--- config.mk ---
export PLATFORM = sky130hd
export DESIGN_NAME = alu_mc
export DESIGN_NICKNAME = d
export VERILOG_FILES = /design/src/rtl/alu_pkg.sv /design/src/rtl/alu_iter_unit.sv /design/src/rtl/alu_mc.sv
export SDC_FILE = /design/constraint.sdc
export NUM_CORES = 1
export LEC_CHECK = 0
export ABC_AREA = 1
export BUFFER_PORTS_ARGS = -buffer_cell sky130_fd_sc_hd__buf_2
export CORE_ASPECT_RATIO = 0.75
export CORE_MARGIN = 1
export CORE_UTILIZATION = 55
export DETAILED_ROUTE_END_ITERATION = 10
export GPL_TIMING_DRIVEN = 0
export HOLD_SLACK_MARGIN = 0.05
export PLACE_DENSITY_LB_ADDON = 0.12
export RECOVER_POWER = 25
export SETUP_SLACK_MARGIN = 0.5
export SYNTH_ARGS = -nofsm -noshare
export SYNTH_HDL_FRONTEND = slang
export SYNTH_SLANG_ARGS = --single-unit
--- constraint.sdc ---
create_clock -name clk -period 7.5 [get_ports clk]
set_input_delay 0 -clock clk [delete_from_list [all_inputs] [get_ports clk]]
set_output_delay 0 -clock clk [all_outputs]
set_load 0.01 [all_outputs]
--- src/rtl/alu_pkg.sv ---
// Shared opcode map, FSM state encoding and opcode classification for the
// multi-cycle ALU and its iterative multiply/divide unit.
package alu_pkg;

  localparam logic [3:0] OP_AND   = 4'd0;
  localparam logic [3:0] OP_ADD   = 4'd1;
  localparam logic [3:0] OP_SUB   = 4'd2;
  localparam logic [3:0] OP_OR    = 4'd3;
  localparam logic [3:0] OP_XOR   = 4'd4;
  localparam logic [3:0] OP_SLL   = 4'd5;
  localparam logic [3:0] OP_SRL   = 4'd6;
  localparam logic [3:0] OP_SRA   = 4'd7;
  localparam logic [3:0] OP_MUL   = 4'd8;
  localparam logic [3:0] OP_MULHU = 4'd9;
  localparam logic [3:0] OP_DIVU  = 4'd10;
  localparam logic [3:0] OP_REMU  = 4'd11;
  localparam logic [3:0] OP_PASSA = 4'd12;
  localparam logic [3:0] OP_PASSB = 4'd13;
  localparam logic [3:0] OP_SLT   = 4'd14;
  localparam logic [3:0] OP_RSVD  = 4'd15;

  typedef enum logic {
    IDLE = 1'b0,
    ITER = 1'b1
  } state_t;

  function automatic logic is_iterative(input logic [3:0] op);
    case (op)
      OP_MUL, OP_MULHU, OP_DIVU, OP_REMU: return 1'b1;
      default:                            return 1'b0;
    endcase
  endfunction

endpackage

--- src/rtl/alu_iter_unit.sv ---
// Shift-add multiplier and restoring divider sharing one accumulator, one
// shift register and one step counter. The first step runs on the accept edge.
module alu_iter_unit
  import alu_pkg::*;
#(
  parameter int WIDTH = 16,
  parameter int CNT_W = $clog2(WIDTH) + 1
) (
  input  logic             clk,
  input  logic             rst_n,
  input  logic             flush,
  input  logic             start,
  input  logic             sel_div,
  input  logic             sel_hi,
  input  logic [WIDTH-1:0] a,
  input  logic [WIDTH-1:0] b,
  output logic             done,
  output logic [WIDTH-1:0] res
);

  logic [CNT_W-1:0] cnt_q;
  logic [WIDTH-1:0] acc_q, sh_q, opnd_q;
  logic             div_q, hi_q;

  logic [WIDTH-1:0] cur_acc, cur_sh, cur_opnd;
  logic             cur_div, cur_hi;
  logic [WIDTH-1:0] acc_d, sh_d;
  logic [WIDTH:0]   mul_sum;
  logic [WIDTH:0]   div_shift;
  logic [WIDTH-1:0] div_diff;
  logic             div_ge;

  assign cur_acc  = start ? '0      : acc_q;
  assign cur_sh   = start ? a       : sh_q;
  assign cur_opnd = start ? b       : opnd_q;
  assign cur_div  = start ? sel_div : div_q;
  assign cur_hi   = start ? sel_hi  : hi_q;

  // MUL: {acc, sh} holds {partial high, multiplier/product low}, shifted right.
  // DIV: {acc, sh} holds {partial remainder, dividend/quotient}, shifted left.
  assign mul_sum   = {1'b0, cur_acc} + (cur_sh[0] ? {1'b0, cur_opnd} : '0);
  assign div_shift = {cur_acc, cur_sh[WIDTH-1]};
  assign div_ge    = div_shift >= {1'b0, cur_opnd};
  assign div_diff  = div_shift[WIDTH-1:0] - cur_opnd;

  always_comb begin
    acc_d = mul_sum[WIDTH:1];
    sh_d  = {mul_sum[0], cur_sh[WIDTH-1:1]};
    if (cur_div) begin
      acc_d = div_ge ? div_diff : div_shift[WIDTH-1:0];
      sh_d  = {cur_sh[WIDTH-2:0], div_ge};
    end
  end

  assign res  = cur_hi ? acc_d : sh_d;
  assign done = (cnt_q == CNT_W'(2));

  always_ff @(posedge clk) begin
    if (!rst_n) begin
      cnt_q <= '0;
    end else if (start) begin
      cnt_q <= CNT_W'(WIDTH);
    end else if (flush || done) begin
      cnt_q <= '0;
    end else if (cnt_q != '0) begin
      cnt_q <= cnt_q - CNT_W'(1);
    end
  end

  always_ff @(posedge clk) begin
    if (start || (cnt_q != '0)) begin
      acc_q  <= acc_d;
      sh_q   <= sh_d;
      opnd_q <= cur_opnd;
      div_q  <= cur_div;
      hi_q   <= cur_hi;
    end
  end

endmodule

--- src/rtl/alu_mc.sv ---
// Multi-cycle ALU: single-cycle logic/arith/shift ops plus iterative
// multiply/divide, with a registered result, flags and a one-cycle out_valid.
module alu_mc
  import alu_pkg::*;
#(
  parameter int WIDTH = 16,
  parameter int CNT_W = $clog2(WIDTH) + 1
) (
  input  logic             clk,
  input  logic             rst_n,
  input  logic             flush,
  input  logic             in_valid,
  output logic             in_ready,
  input  logic [3:0]       op,
  input  logic [WIDTH-1:0] a,
  input  logic [WIDTH-1:0] b,
  output logic             out_valid,
  output logic [WIDTH-1:0] result,
  output logic             zero,
  output logic             negative,
  output logic             carry,
  output logic             overflow,
  output logic             div_by_zero
);

  state_t           state_q;
  logic             out_valid_q;
  logic [WIDTH-1:0] result_q;
  logic             zero_q, negative_q, carry_q, overflow_q, dbz_q;

  logic                    accept, div0, start_iter;
  logic                    iter_done;
  logic [WIDTH-1:0]        iter_res;
  logic signed [WIDTH-1:0] a_s, b_s;
  logic [WIDTH:0]          add_sum, sub_diff;
  logic [CNT_W-2:0]        shamt;
  logic [WIDTH-1:0]        res_d;
  logic                    carry_d, overflow_d, dbz_d;

  assign in_ready   = (state_q == IDLE);
  assign accept     = in_valid && in_ready && !flush;
  assign div0       = ((op == OP_DIVU) || (op == OP_REMU)) && (b == '0);
  assign start_iter = accept && is_iterative(op) && !div0;

  assign a_s      = a;
  assign b_s      = b;
  assign add_sum  = {1'b0, a} + {1'b0, b};
  assign sub_diff = {1'b0, a} - {1'b0, b};
  assign shamt    = b[CNT_W-2:0];

  function automatic logic add_ovf(input logic sa, input logic sb, input logic sr);
    return (sa == sb) && (sr != sa);
  endfunction

  always_comb begin
    res_d      = '0;
    carry_d    = 1'b0;
    overflow_d = 1'b0;
    dbz_d      = 1'b0;
    case (op)
      OP_AND:   res_d = a & b;
      OP_OR:    res_d = a | b;
      OP_XOR:   res_d = a ^ b;
      OP_ADD: begin
        res_d      = add_sum[WIDTH-1:0];
        carry_d    = add_sum[WIDTH];
        overflow_d = add_ovf(a[WIDTH-1], b[WIDTH-1], add_sum[WIDTH-1]);
      end
      OP_SUB: begin
        res_d      = sub_diff[WIDTH-1:0];
        carry_d    = !sub_diff[WIDTH];
        overflow_d = add_ovf(a[WIDTH-1], !b[WIDTH-1], sub_diff[WIDTH-1]);
      end
      OP_SLT: begin
        res_d   = {{(WIDTH-1){1'b0}}, (a_s < b_s)};
        carry_d = !sub_diff[WIDTH];
      end
      OP_SLL:   res_d = a << shamt;
      OP_SRL:   res_d = a >> shamt;
      OP_SRA:   res_d = a_s >>> shamt;
      OP_PASSA: res_d = a;
      OP_PASSB: res_d = b;
      // Only reached here with b == 0; non-zero divisors go to the iterative unit.
      OP_DIVU: begin
        res_d = '1;
        dbz_d = 1'b1;
      end
      OP_REMU: begin
        res_d = a;
        dbz_d = 1'b1;
      end
      default:  res_d = '0;
    endcase
  end

  alu_iter_unit #(
    .WIDTH (WIDTH),
    .CNT_W (CNT_W)
  ) u_iter (
    .clk     (clk),
    .rst_n   (rst_n),
    .flush   (flush),
    .start   (start_iter),
    .sel_div (op[1]),
    .sel_hi  (op[0]),
    .a       (a),
    .b       (b),
    .done    (iter_done),
    .res     (iter_res)
  );

  always_ff @(posedge clk) begin
    if (!rst_n) begin
      state_q     <= IDLE;
      out_valid_q <= 1'b0;
      result_q    <= '0;
      zero_q      <= 1'b1;
      negative_q  <= 1'b0;
      carry_q     <= 1'b0;
      overflow_q  <= 1'b0;
      dbz_q       <= 1'b0;
    end else begin
      out_valid_q <= 1'b0;
      case (state_q)
        IDLE: begin
          if (start_iter) begin
            state_q <= ITER;
          end else if (accept) begin
            out_valid_q <= 1'b1;
            result_q    <= res_d;
            zero_q      <= (res_d == '0);
            negative_q  <= res_d[WIDTH-1];
            carry_q     <= carry_d;
            overflow_q  <= overflow_d;
            dbz_q       <= dbz_d;
          end
        end
        ITER: begin
          if (flush) begin
            state_q <= IDLE;
          end else if (iter_done) begin
            state_q     <= IDLE;
            out_valid_q <= 1'b1;
            result_q    <= iter_res;
            zero_q      <= (iter_res == '0);
            negative_q  <= iter_res[WIDTH-1];
            carry_q     <= 1'b0;
            overflow_q  <= 1'b0;
            dbz_q       <= 1'b0;
          end
        end
        default: state_q <= IDLE;
      endcase
    end
  end

  assign out_valid   = out_valid_q;
  assign result      = result_q;
  assign zero        = zero_q;
  assign negative    = negative_q;
  assign carry       = carry_q;
  assign overflow    = overflow_q;
  assign div_by_zero = dbz_q;

endmodule

==> flow_results.org <==
** Worst setup path
- Bufs and invs on worst path :: 7
- The worst register-to-register path begins at state_q$_SDFF_PN0_.
- The critical path ends at zero$_SDFFE_PN1P_.
- STA classifies the critical path startpoint as a flop.
- Cell occurring most often along the worst timing path :: sky130_fd_sc_hd__nand2_1
- CP top delay family :: simple AND/OR/NAND/NOR gates
- Reg2reg path depth :: 29
- The critical path crosses 29 cells after its start point.
- In this run the worst path has a maximum fanout of 10.
- The critical path is of the flop to flop type.
- Tracing the worst setup path back leads to its startpoint at state_q$_SDFF_PN0_.
- STA puts the critical path data required time at 7.79 ns.
- In this run the critical register-to-register path is captured at zero$_SDFFE_PN1P_.
- Endpoint arrival time on the critical path :: 6.57 ns
- Peak per-stage delay on the critical path :: 0.53 ns
- Slowest CP cell :: sky130_fd_sc_hd__clkbuf_1
- The worst setup path is captured at a flop.
- Register-to-Register Setup Slack :: 1.22 ns

** Clocking
- At the later pin of the worst-skew pair, clock insertion delay measures 0.35 ns.
- TritonCTS Buffers :: 9
- CTS placed an instance of sky130_fd_sc_hd__clkbuf_16 at the clock tree root.
- No sink is reached through more buffers than the 2 on the longest clock path.
- Post-CTS clock slew at the launch and capture registers of the worst setup and hold paths :: 0.07 ns
- The clock tree synthesis step divided the H-tree into 3 levels.
- Count of clock tree sinks :: 77
- TritonCTS built the clock tree.

** Layout
- Of the cells placed in the final design, the portion with a size suffix greater than 1 is 0.06028.
- Non-filler instance count after layout :: 1985
- Footprint of the multi-input gates :: 0.006953 mm^2
- The library cells used most frequently in the layout, excluding fill and tap cells, are sky130_fd_sc_hd__nand2_1, sky130_fd_sc_hd__inv_1, sky130_fd_sc_hd__nor2_1.
- Total Nets Final :: 1865
- In the final layout, flip-flops and latches occupy 0.002042 mm^2.
- # fillers :: 1792
- Most common library cell in the layout ignoring fill and taps :: sky130_fd_sc_hd__nand2_1
- Layout area overhead :: 9.180%

** Yosys
- Post-Syn Nets :: 1789
- Synthesis produced 1661 cells.
- Area of the mapped netlist :: 0.01000 mm^2
- Prevailing post-synth register cell :: sky130_fd_sc_hd__edfxtp_1
- Sequential-to-total area share from yosys stat :: 0.2041
- Number of enable-type register cells in the synthesized netlist :: 50
- The synthesized design contains 77 register bits.
- Synthesized area per cell :: 6.023 um^2
- Synth unique cells :: 48
- Synth async-reset ratio :: 0
- The Yosys step of the flow raised 0 warnings.

** Global routing
- Entering global routing, the biggest net connects 40 pins.
- The via count of the first global-routing pass is 10770.
- Sum of overflow across all layers after global routing :: 0
- Antenna violations before repair :: 0
- Total global routing track utilization :: 0.4598
- Wire length of the first global-routing pass :: 63530 um

** STA
- The count of final max-slew check failures came to 0.
- Setup violations remaining at the end of the flow were counted as 0.
- Number of failing hold endpoints at the final stage :: 0
- Slew @ Worst Pin :: 1.098 ns
- Setup repair after global routing left no endpoint under its margin.
- The routed design could run at a clock period as short as 6.281 ns.
- Final clock period utilization by the worst path :: 0.8375
- Maximum frequency from static timing analysis :: 0.1592 GHz
- Max transition margin :: 0.2605
- Largest clock skew in the final design :: 0.01034 ns
- For the final routed database, the setup TNS stands at 0 ns.

** Detailed routing
- Final wirelength :: 43500 um
- Length of routed met2 wiring :: 15600 um
- Average via count per standard cell :: 6.434
- Routed signal wires occupy layers up through met4.
- Dividing the detail-routed wire length by the instance count gives 21.92 um.
- Residual antenna-violating net count after detailed routing :: 0
- In the routed design, unresolved DRC markers number 0.
- For this block, wires on met1 add up to 18540 um.
- Across all layers, the routed design uses 12770 vias.
- Drt pass-1 iters :: 8
- In this run, the number of DRC markers left after iteration 0 of detailed routing was 2076.
- Met3 layer wire length in the routed design :: 8269 um

** Power
- Post-route total power :: 4486 uW
- In this run the power density over the cells is 410.7 mW/mm^2.
- Summed over all cells, the static leakage comes to 0.005317 uW.
- Across the VDD grid, the largest voltage drop is 0.3967 mV.

** Die
- For this configuration, the core starts out at a cell density of 0.5649.
- The floorplan has 42 rows.
- Measured along the x axis, the die boundary spans 157.7 um.
- Total I/O pin count :: 63
- Standard cell core area :: 0.01771 mm^2
- Die outline height :: 118.8 um
- Total die area :: 0.01874 mm^2

** Placed design
- Last weighted congestion value of the routability-driven placer :: 1.069
- Post-Place Cells :: 1966
- Placed wire-length estimate :: 34970 um
- Number of buffers added on ports :: 62

** Worst hold path
- Min-Delay Path Class :: input port to flop

** Flow run
- Across the run, the number of max-cap violations was 0.

** Run status
- Result of the run :: complete, no violations
==> worst min path at each step <==
stage / from / endpoint / slack [ns] / cells after the start
3_5_place_dp: rst_n / result[15]$_SDFFE_PN0P_ / 0.22 / 3
6_report: in_valid / zero$_SDFFE_PN1P_ / 0.19 / 5
5_1_grt: b[13] / u_iter.opnd_q[13]$_DFFE_PP_ / 0.20 / 3
4_1_cts: b[13] / u_iter.opnd_q[13]$_DFFE_PP_ / 0.17 / 3
3_3_place_gp: rst_n / result[15]$_SDFFE_PN0P_ / 0.22 / 3
2_1_floorplan: rst_n / result[15]$_SDFFE_PN0P_ / 0.1 / 2
==> cells in the mapped netlist (all sizes together), types with 9 or more instances <==
cell	instances	area, um^2
nand3	161	810.8
nor3	13	65.06
ha	84	1051
nand2	457	1720
edfxtp	50	1501
a21oi	118	590.6
nand4	22	137.6
o22ai	19	118.9
buf	24	131.4
a31oi	9	56.30
nor2	165	631.9
o211ai	11	82.58
inv	195	732.0
or2	29	181.4
clkbuf	37	138.9
o21ai	149	753.2
dfxtp	27	540.5
a22oi	13	97.59
xor2	13	113.9
==> state kept, by name (all words and copies together), names as in the netlist, 5 cells and up <==
name / count
result: 16
u_iter.acc_q: 16
u_iter.opnd_q: 16
u_iter.sh_q: 16
u_iter.cnt_q: 5
==> logic make-up (layout without fill, tap and decap cells) <==
group,after synthesis,in the layout,share of synthesized area
AOI/OAI and AO/OA,354,354,0.1975
xor gates and xnor gates,18,18,0.01576
adders and majority gates,88,88,0.1131
buffers and inverters,257,338,0.1005
DFF,77,77,0.2041
muxes,3,3,0.003002
other,0,1,0
and+or+nand+nor,864,864,0.3661
==> per-stage QoR <==
stage          setup slack (ns)  area, um^2  utilization  hold slack (ns)
2_1_floorplan             3.751       10000            -          0.09763
3_3_place_gp              2.057       10620       0.5995           0.2169
3_5_place_dp              2.035       10640       0.6008           0.2168
4_1_cts                   1.985       10960       0.6191           0.1729
5_1_grt                   1.050       10920       0.6166           0.2017
6_report                  1.219       10920       0.6168           0.1875
==> what timing repair did <==
| action | CTS | global route |
|---|---|---|
| hold buffers | 2 | 0 |
| endpoints found under the hold margin | 4 | 0 |
| buffers inserted | 0 | 0 |
| resized for setup | 0 | 0 |
==> where the power goes <==
part / internal (uW) / switching (uW)
clock network: 269 / 185
registers: 789 / 49.7
logic: 975 / 2220
total: 2030 / 2450
==> metal layers <==
layer  vias to the layer above  GRT usage
met5                         -          0
met4                         0     0.1092
met3                        98     0.1823
met2                      1102     0.5683
met1                      5865     0.7125
li1                       5707          -
==> worst min-delay path: stages <==
cell and delay (ns):
sky130_fd_sc_hd__buf_2 0.10, sky130_fd_sc_hd__nand3_1 0.15, sky130_fd_sc_hd__a21oi_1 0.10, sky130_fd_sc_hd__nand2_1 0.08
sky130_fd_sc_hd__nand2_1 0.05
==> area by class of cell <==
| cell class | count | area share |
|---|---|---|
| plain buffers | 61 | 0.02394 |
| repair buffers | 65 | 0.02944 |
| clock buffers | 14 | 0.02657 |
| inverters | 196 | 0.06735 |
| clock inverters | 2 | 0.001260 |
| well taps | 242 | 0.02772 |
| multi-input cells | 1327 | 0.6365 |
| diodes | 1 | 0.0002291 |
| flip-flops and latches | 77 | 0.1869 |
(Power assumes the default switching activity.)
